$ cat src/rtl/alu_pkg.sv
// alu_pkg: alu command codes, default datapath widths and scheduler state encodings.
package alu_pkg;
   localparam int DEF_WIDTH = 32;
   localparam int DEF_CMD_W = 4;
   typedef enum logic [DEF_CMD_W-1:0] {
      OP_NOP = 4'd0,
      OP_ADD = 4'd1,
      OP_SUB = 4'd2,
      OP_AND = 4'd3,
      OP_OR  = 4'd4,
      OP_XOR = 4'd5
   } op_e;
   typedef enum logic [2:0] {
      S_IDLE      = 3'd0,
      S_ISSUE     = 3'd1,
      S_WAIT_BUSY = 3'd2,
      S_WAIT_DONE = 3'd3,
      S_RESP      = 3'd4
   } state_e;
endpackage

$ cat src/rtl/alu_scheduler_arb.sv
// rr_arbiter: combinational round-robin pick; the search starts just after the last grant.
module rr_arbiter #(
   parameter int NREQ = 4
) (
   input  logic [NREQ-1:0]         req_i,
   input  logic [$clog2(NREQ)-1:0] ptr_i,
   output logic [NREQ-1:0]         gnt_o,
   output logic [$clog2(NREQ)-1:0] idx_o,
   output logic                    any_o
);
   localparam int IW = $clog2(NREQ);
   logic [IW-1:0] j;
   // Walk from farthest to nearest so the closest requester after ptr wins.
   always_comb begin
      j     = '0;
      idx_o = '0;
      for (int k = NREQ; k >= 1; k--) begin
         j = IW'((int'(ptr_i) + k) % NREQ);
         if (req_i[j]) idx_o = j;
      end
   end
   assign any_o = |req_i;
   assign gnt_o = any_o ? NREQ'(1) << idx_o : '0;
endmodule

$ cat src/rtl/alu_scheduler.sv
// alu_scheduler: shares one single-issue alu among NREQ requesters with round-robin
// arbitration, sequences the alu handshake per job and bounds each job with a timeout.
module alu_scheduler
   import alu_pkg::*;
#(
   parameter int NREQ    = 4,
   parameter int WIDTH   = DEF_WIDTH,
   parameter int CMD_W   = DEF_CMD_W,
   parameter int TIMEOUT = 64
) (
   input  logic                  clk,
   input  logic                  reset_n,
   input  logic [NREQ-1:0]       req_valid,
   input  logic [NREQ*WIDTH-1:0] req_a,
   input  logic [NREQ*WIDTH-1:0] req_b,
   input  logic [NREQ*CMD_W-1:0] req_cmd,
   output logic [NREQ-1:0]       req_accept,
   output logic [NREQ-1:0]       rsp_valid,
   output logic [WIDTH-1:0]      rsp_result,
   output logic                  rsp_err,
   output logic [WIDTH-1:0]      alu_a,
   output logic [WIDTH-1:0]      alu_b,
   output logic [CMD_W-1:0]      alu_cmd,
   input  logic                  alu_ready,
   input  logic                  alu_valid,
   input  logic [WIDTH-1:0]      alu_result
);
   localparam int IW = $clog2(NREQ);
   localparam int CW = $clog2(TIMEOUT + 1);
   localparam logic [CMD_W-1:0] NOP = CMD_W'(OP_NOP);

   state_e            state_q, state_d;
   logic [IW-1:0]     ptr_q, ptr_d, id_q, id_d, gnt_idx;
   logic [NREQ-1:0]   acc_q, acc_d, rsp_q, rsp_d, gnt, id_vec;
   logic [WIDTH-1:0]  a_q, a_d, b_q, b_d, res_q, res_d;
   logic [CMD_W-1:0]  cmd_q, cmd_d;
   logic [CW-1:0]     cnt_q, cnt_d, cnt_inc;
   logic              err_q, err_d, any, tmo;
   logic [WIDTH-1:0]  a_arr [NREQ];
   logic [WIDTH-1:0]  b_arr [NREQ];
   logic [CMD_W-1:0]  c_arr [NREQ];

   for (genvar i = 0; i < NREQ; i++) begin : g_slice
      assign a_arr[i] = req_a[i*WIDTH +: WIDTH];
      assign b_arr[i] = req_b[i*WIDTH +: WIDTH];
      assign c_arr[i] = req_cmd[i*CMD_W +: CMD_W];
   end

   rr_arbiter #(.NREQ(NREQ)) u_arb (
      .req_i (req_valid),
      .ptr_i (ptr_q),
      .gnt_o (gnt),
      .idx_o (gnt_idx),
      .any_o (any)
   );

   assign id_vec  = NREQ'(1) << id_q;
   assign cnt_inc = (cnt_q == CW'(TIMEOUT)) ? cnt_q : cnt_q + 1'b1;
   assign tmo     = cnt_inc == CW'(TIMEOUT);

   always_comb begin
      state_d = state_q;
      ptr_d   = ptr_q;
      id_d    = id_q;
      a_d     = a_q;
      b_d     = b_q;
      cmd_d   = cmd_q;
      cnt_d   = cnt_q;
      acc_d   = '0;
      rsp_d   = '0;
      res_d   = '0;
      err_d   = 1'b0;
      case (state_q)
         S_IDLE: if (any) begin
            state_d = S_ISSUE;
            a_d     = a_arr[gnt_idx];
            b_d     = b_arr[gnt_idx];
            cmd_d   = c_arr[gnt_idx];
            id_d    = gnt_idx;
            ptr_d   = gnt_idx;
            acc_d   = gnt;
         end
         S_ISSUE: if (alu_ready) begin
            state_d = S_WAIT_BUSY;
            cmd_d   = NOP;
            cnt_d   = '0;
         end
         S_WAIT_BUSY: begin
            cnt_d = cnt_inc;
            if (!alu_ready) state_d = S_WAIT_DONE;
            else if (tmo) begin
               state_d = S_RESP;
               rsp_d   = id_vec;
               err_d   = 1'b1;
            end
         end
         S_WAIT_DONE: begin
            cnt_d = cnt_inc;
            if (alu_ready && alu_valid) begin
               state_d = S_RESP;
               rsp_d   = id_vec;
               res_d   = alu_result;
            end else if (tmo) begin
               state_d = S_RESP;
               rsp_d   = id_vec;
               err_d   = 1'b1;
            end
         end
         default: state_d = S_IDLE;
      endcase
   end

   always_ff @(posedge clk or negedge reset_n) begin
      if (!reset_n) begin
         state_q <= S_IDLE;
         ptr_q   <= IW'(NREQ - 1);
         id_q    <= '0;
         a_q     <= '0;
         b_q     <= '0;
         cmd_q   <= NOP;
         cnt_q   <= '0;
         acc_q   <= '0;
         rsp_q   <= '0;
         res_q   <= '0;
         err_q   <= 1'b0;
      end else begin
         state_q <= state_d;
         ptr_q   <= ptr_d;
         id_q    <= id_d;
         a_q     <= a_d;
         b_q     <= b_d;
         cmd_q   <= cmd_d;
         cnt_q   <= cnt_d;
         acc_q   <= acc_d;
         rsp_q   <= rsp_d;
         res_q   <= res_d;
         err_q   <= err_d;
      end
   end

   assign req_accept = acc_q;
   assign rsp_valid  = rsp_q;
   assign rsp_result = res_q;
   assign rsp_err    = err_q;
   assign alu_a      = a_q;
   assign alu_b      = b_q;
   assign alu_cmd    = cmd_q;
endmodule

$ cat config.mk
export PLATFORM = sky130hd
export DESIGN_NAME = alu_scheduler
export DESIGN_NICKNAME = d
export VERILOG_FILES = /design/src/rtl/alu_pkg.sv /design/src/rtl/alu_scheduler_arb.sv /design/src/rtl/alu_scheduler.sv
export SDC_FILE = /design/constraint.sdc
export NUM_CORES = 1
export LEC_CHECK = 0
export ABC_AREA = 1
export BUFFER_PORTS_ARGS = -buffer_cell sky130_fd_sc_hd__buf_2
export CAP_MARGIN = 15
export CORE_AREA = 2 2 165 167
export DETAILED_ROUTE_END_ITERATION = 12
export DIE_AREA = 0 0 167 169
export MAX_ROUTING_LAYER = met4
export PLACE_DENSITY = 0.56
export SLEW_MARGIN = 10
export SYNTH_ARGS = -nofsm -noshare
export SYNTH_HDL_FRONTEND = slang
export SYNTH_SLANG_ARGS = --single-unit
$ cat constraint.sdc
create_clock -name clk -period 2.1 [get_ports clk]
set_input_delay 0.21 -clock clk [delete_from_list [all_inputs] [get_ports clk]]
set_output_delay 0.21 -clock clk [all_outputs]
set_load 0.01 [all_outputs]
==> run summary <==
outcome: finished, violations left
violated checks: setup timing
Setup CP Type: reg2reg
Final Power: 22.0 mW
most frequent cells after synthesis: nand2_1 (378), nand3_1 (218), inv_1 (215)
most common flop cell mapped by yosys: dfrtp_1
Fin Setup TNS: -0.808 ns
synthesized instance count: 1,224
fraction of synthesized cell area taken by the top area cell type: 37.5%
I/O pin count: 421
Combinational Power Share: 69.5%
Hold Path End: rsp_result[16]
Area growth syn-to-layout: 53.4%
post-route ant nets: 0
count leader, synth: nand2_1
peak supply drop: 1020 uV
final hold violations: 0
hold-critical path depth: 3
Synth Area per Inst: 6.59 um^2
Worst-Margin Slew: 0.541 ns
RR Endpoint: alu_a[26]
share of layout cells above drive strength 1: 35.7%
Unique masters post-synth: 32
initial antenna violation count: 1
Sw Share: 48.9%
Clock Root Buffer: clkbuf_16
Setup crit end kind: flip-flop
hold_sp: alu_result[16]
fin. max-slew vios: 0
Fmax: 457 MHz
fin nets: 1,995
GRT Overall Usage: 21.3%
core area: 0.0265 mm^2
worst slack at placement: -0.0501 ns
chip width: 167 um
flop and latch count out of synthesis: 123
number of core rows: 60
YS warnings: 0
gr ovfl total: 0
CP Launch Type: flip-flop
WL final: 32,700 um
CP cell instances: buf_12, nand2_1, nand3_2, nand2_1, inv_2, nand2_4, nand3_4, nand2_8, buf_12, buf_8, or2_0, nand3_1, nand3_1
worst reg-to-reg setup slack: -0.09 ns
first-pass GRT wire length: 46,600 um
Synth async-reset ratio: 100%
clock sinks: 123
Initial Util: 30.4%
ant diodes: 0
Cell Area, Placed: 0.0106 mm^2
H-Tree Depth: 4
Tcrit/Tclk final: 104%
sequential-to-total area share from yosys stat: 38.2%
Port Buffers: 420
number of remaining DRC errors: 0
power density cells: 1780 mW/mm^2
1st-iter DRT viols: 656
fin area: 0.0124 mm^2
Final Critical Period: 2.19 ns
Int Pwr: 11.3 mW
clock latency on the worst-skew pair: 0.42 ns
drt pass-1 iters: 5
P_leak: 7.27 nW
share of power burned in registers: 17.3%
area leader, netlist: dfrtp_1
Setup-failing EPs final: 24
# fillers: 2,676
vias per inst: 4.70
Post-synth EDFFs: 0
buffer and inverter count on the worst path: 4
Critical Path Fanout Max: 7
synthesized area: 0.00807 mm^2
CTS Buf Count: 17
clk buf depth: 2
Crit path required time: 2.40 ns
Syn Nets: 1,538
Die Span Y: 169 um
max_cap viols: 0
DPL Wire Length: 21,700 um
Layout Skew: 0.00687 ns
via count: 9,568
die area: 0.0282 mm^2
worst hold slack: 0.0229 ns
CP top delay family: simple AND/OR/NAND/NOR gates
RSZ-0062 raised after global routing: true
P_sw: 10.8 mW
clock power share: 13.1%
Worst Hold Class: in2reg
Slew Limit Headroom: 63.7%
FF-to-FF Start: ptr_q[0]
slowest CP cell: dfstp_2
clk slew on worst S/H paths: 0.07 ns
vias in the first global route: 8,993
Critical Path AT: 2.49 ns
critical path's largest stage delay: 0.59 ns
pin count of the biggest net entering global routing: 72
CTS tree: built
wire length per cell: 16.1 um
most area-consuming cells after synthesis: dfrtp_1 (38%), nand2_1 (18%), nand3_1 (14%)
final worst setup slack: -0.0874 ns
worst reg-to-reg path cell count: 13
GPL Wtd Cong: 0.878
[flip-flops by register name (all words and copies together) (netlist names)]
name	flops
alu_cmd	4
rsp_err	1
rsp_result	32
ptr_q	2
cnt_q	7
state_q	3
id_q	2
alu_b	32
alu_a	32
rsp_valid	4
req_accept	4
[cells by family after synthesis]
logic type | after synthesis | share of synthesized area, %
compound gates | 20 | 1.38
simple gates | 774 | 43.8
flops | 123 | 38.2
xor+xnor | 5 | 0.543
buf+inv | 300 | 15.8
fa+ha+maj | 2 | 0.310
[cell usage in the layout (no fill, tap or decap), types with 7 or more instances in the layout]
cell type / instances
inv_1: 214
or2_0: 30
nand4_1: 38
clkbuf_16: 26
nand2_4: 16
nand3b_1: 34
nand2_2: 24
nand2_1: 342
buf_6: 7
nor2_1: 58
buf_4: 28
dfrtp_1: 121
nand3_1: 196
nand3_2: 22
dlygate4sd3_1: 27
o22ai_1: 7
buf_2: 419
buf_12: 13
[routing by layer]
layer  vias to the layer above  part of all wire [%]  global-route usage (%)
met5                         -                     0                       -
met4                         0                   1.9                    6.11
met3                        39                   6.4                    3.81
met2                       379                    51                    36.9
met1                      4458                    41                    25.4
li1                       4692                     -                       -
[what timing repair did]
item	4_1_cts	5_1_grt
hold buffers	27	0
pin swaps	3	39
gates cloned	2	14
endpoints found under the setup margin	18	78
hold endpoints to repair	62	0
resized for setup	8	106
setup buffers	4	15
[worst register-to-register path, delay by kind of cell, from the launching register on]
family        cells  cell delay, ns
flops             1            0.59
buf+inv           4            0.52
simple gates      9            0.96
[cell type report]
type	instances	area [um^2]	share of cell area, %
inverter	225	863	6.97
clock buffer	17	425	3.44
tap	341	427	3.45
multi-input combinational	801	4070	32.8
sequential	123	3080	24.9
clock inverter	15	151	1.22
timing repair buffer	513	3370	27.2
[through the flow]
step,utilization [%],cells
floorplan,-,1224
global placement,40.0,1941
detailed placement,40.0,1941
CTS,43.6,2006
global route,46.7,2035
finish,46.7,2035
[worst max path at each step]
| stage | start | endpoint | cells past startpoint |
|---|---|---|---|
| 2_1_floorplan | ptr_q[0] | alu_b[23] | 15 |
| 3_3_place_gp | ptr_q[0] | alu_b[0] | 14 |
| 3_5_place_dp | ptr_q[0] | alu_b[0] | 14 |
| 4_1_cts | ptr_q[0] | alu_b[23] | 14 |
| 5_1_grt | ptr_q[0] | alu_a[26] | 13 |
| 6_report | ptr_q[0] | alu_a[26] | 13 |
[power groups by stage]
stage	registers, mW	clock network (mW)	logic [mW]
after floorplan	4.10	0	7.77
after global placement	3.84	0	11.6
after detailed placement	3.82	0	11.8
after CTS	3.82	3.00	12.4
after global routing	3.93	3.09	16.7
final	3.82	2.90	15.3
Note: power is estimated with default switching activity, not from simulation.
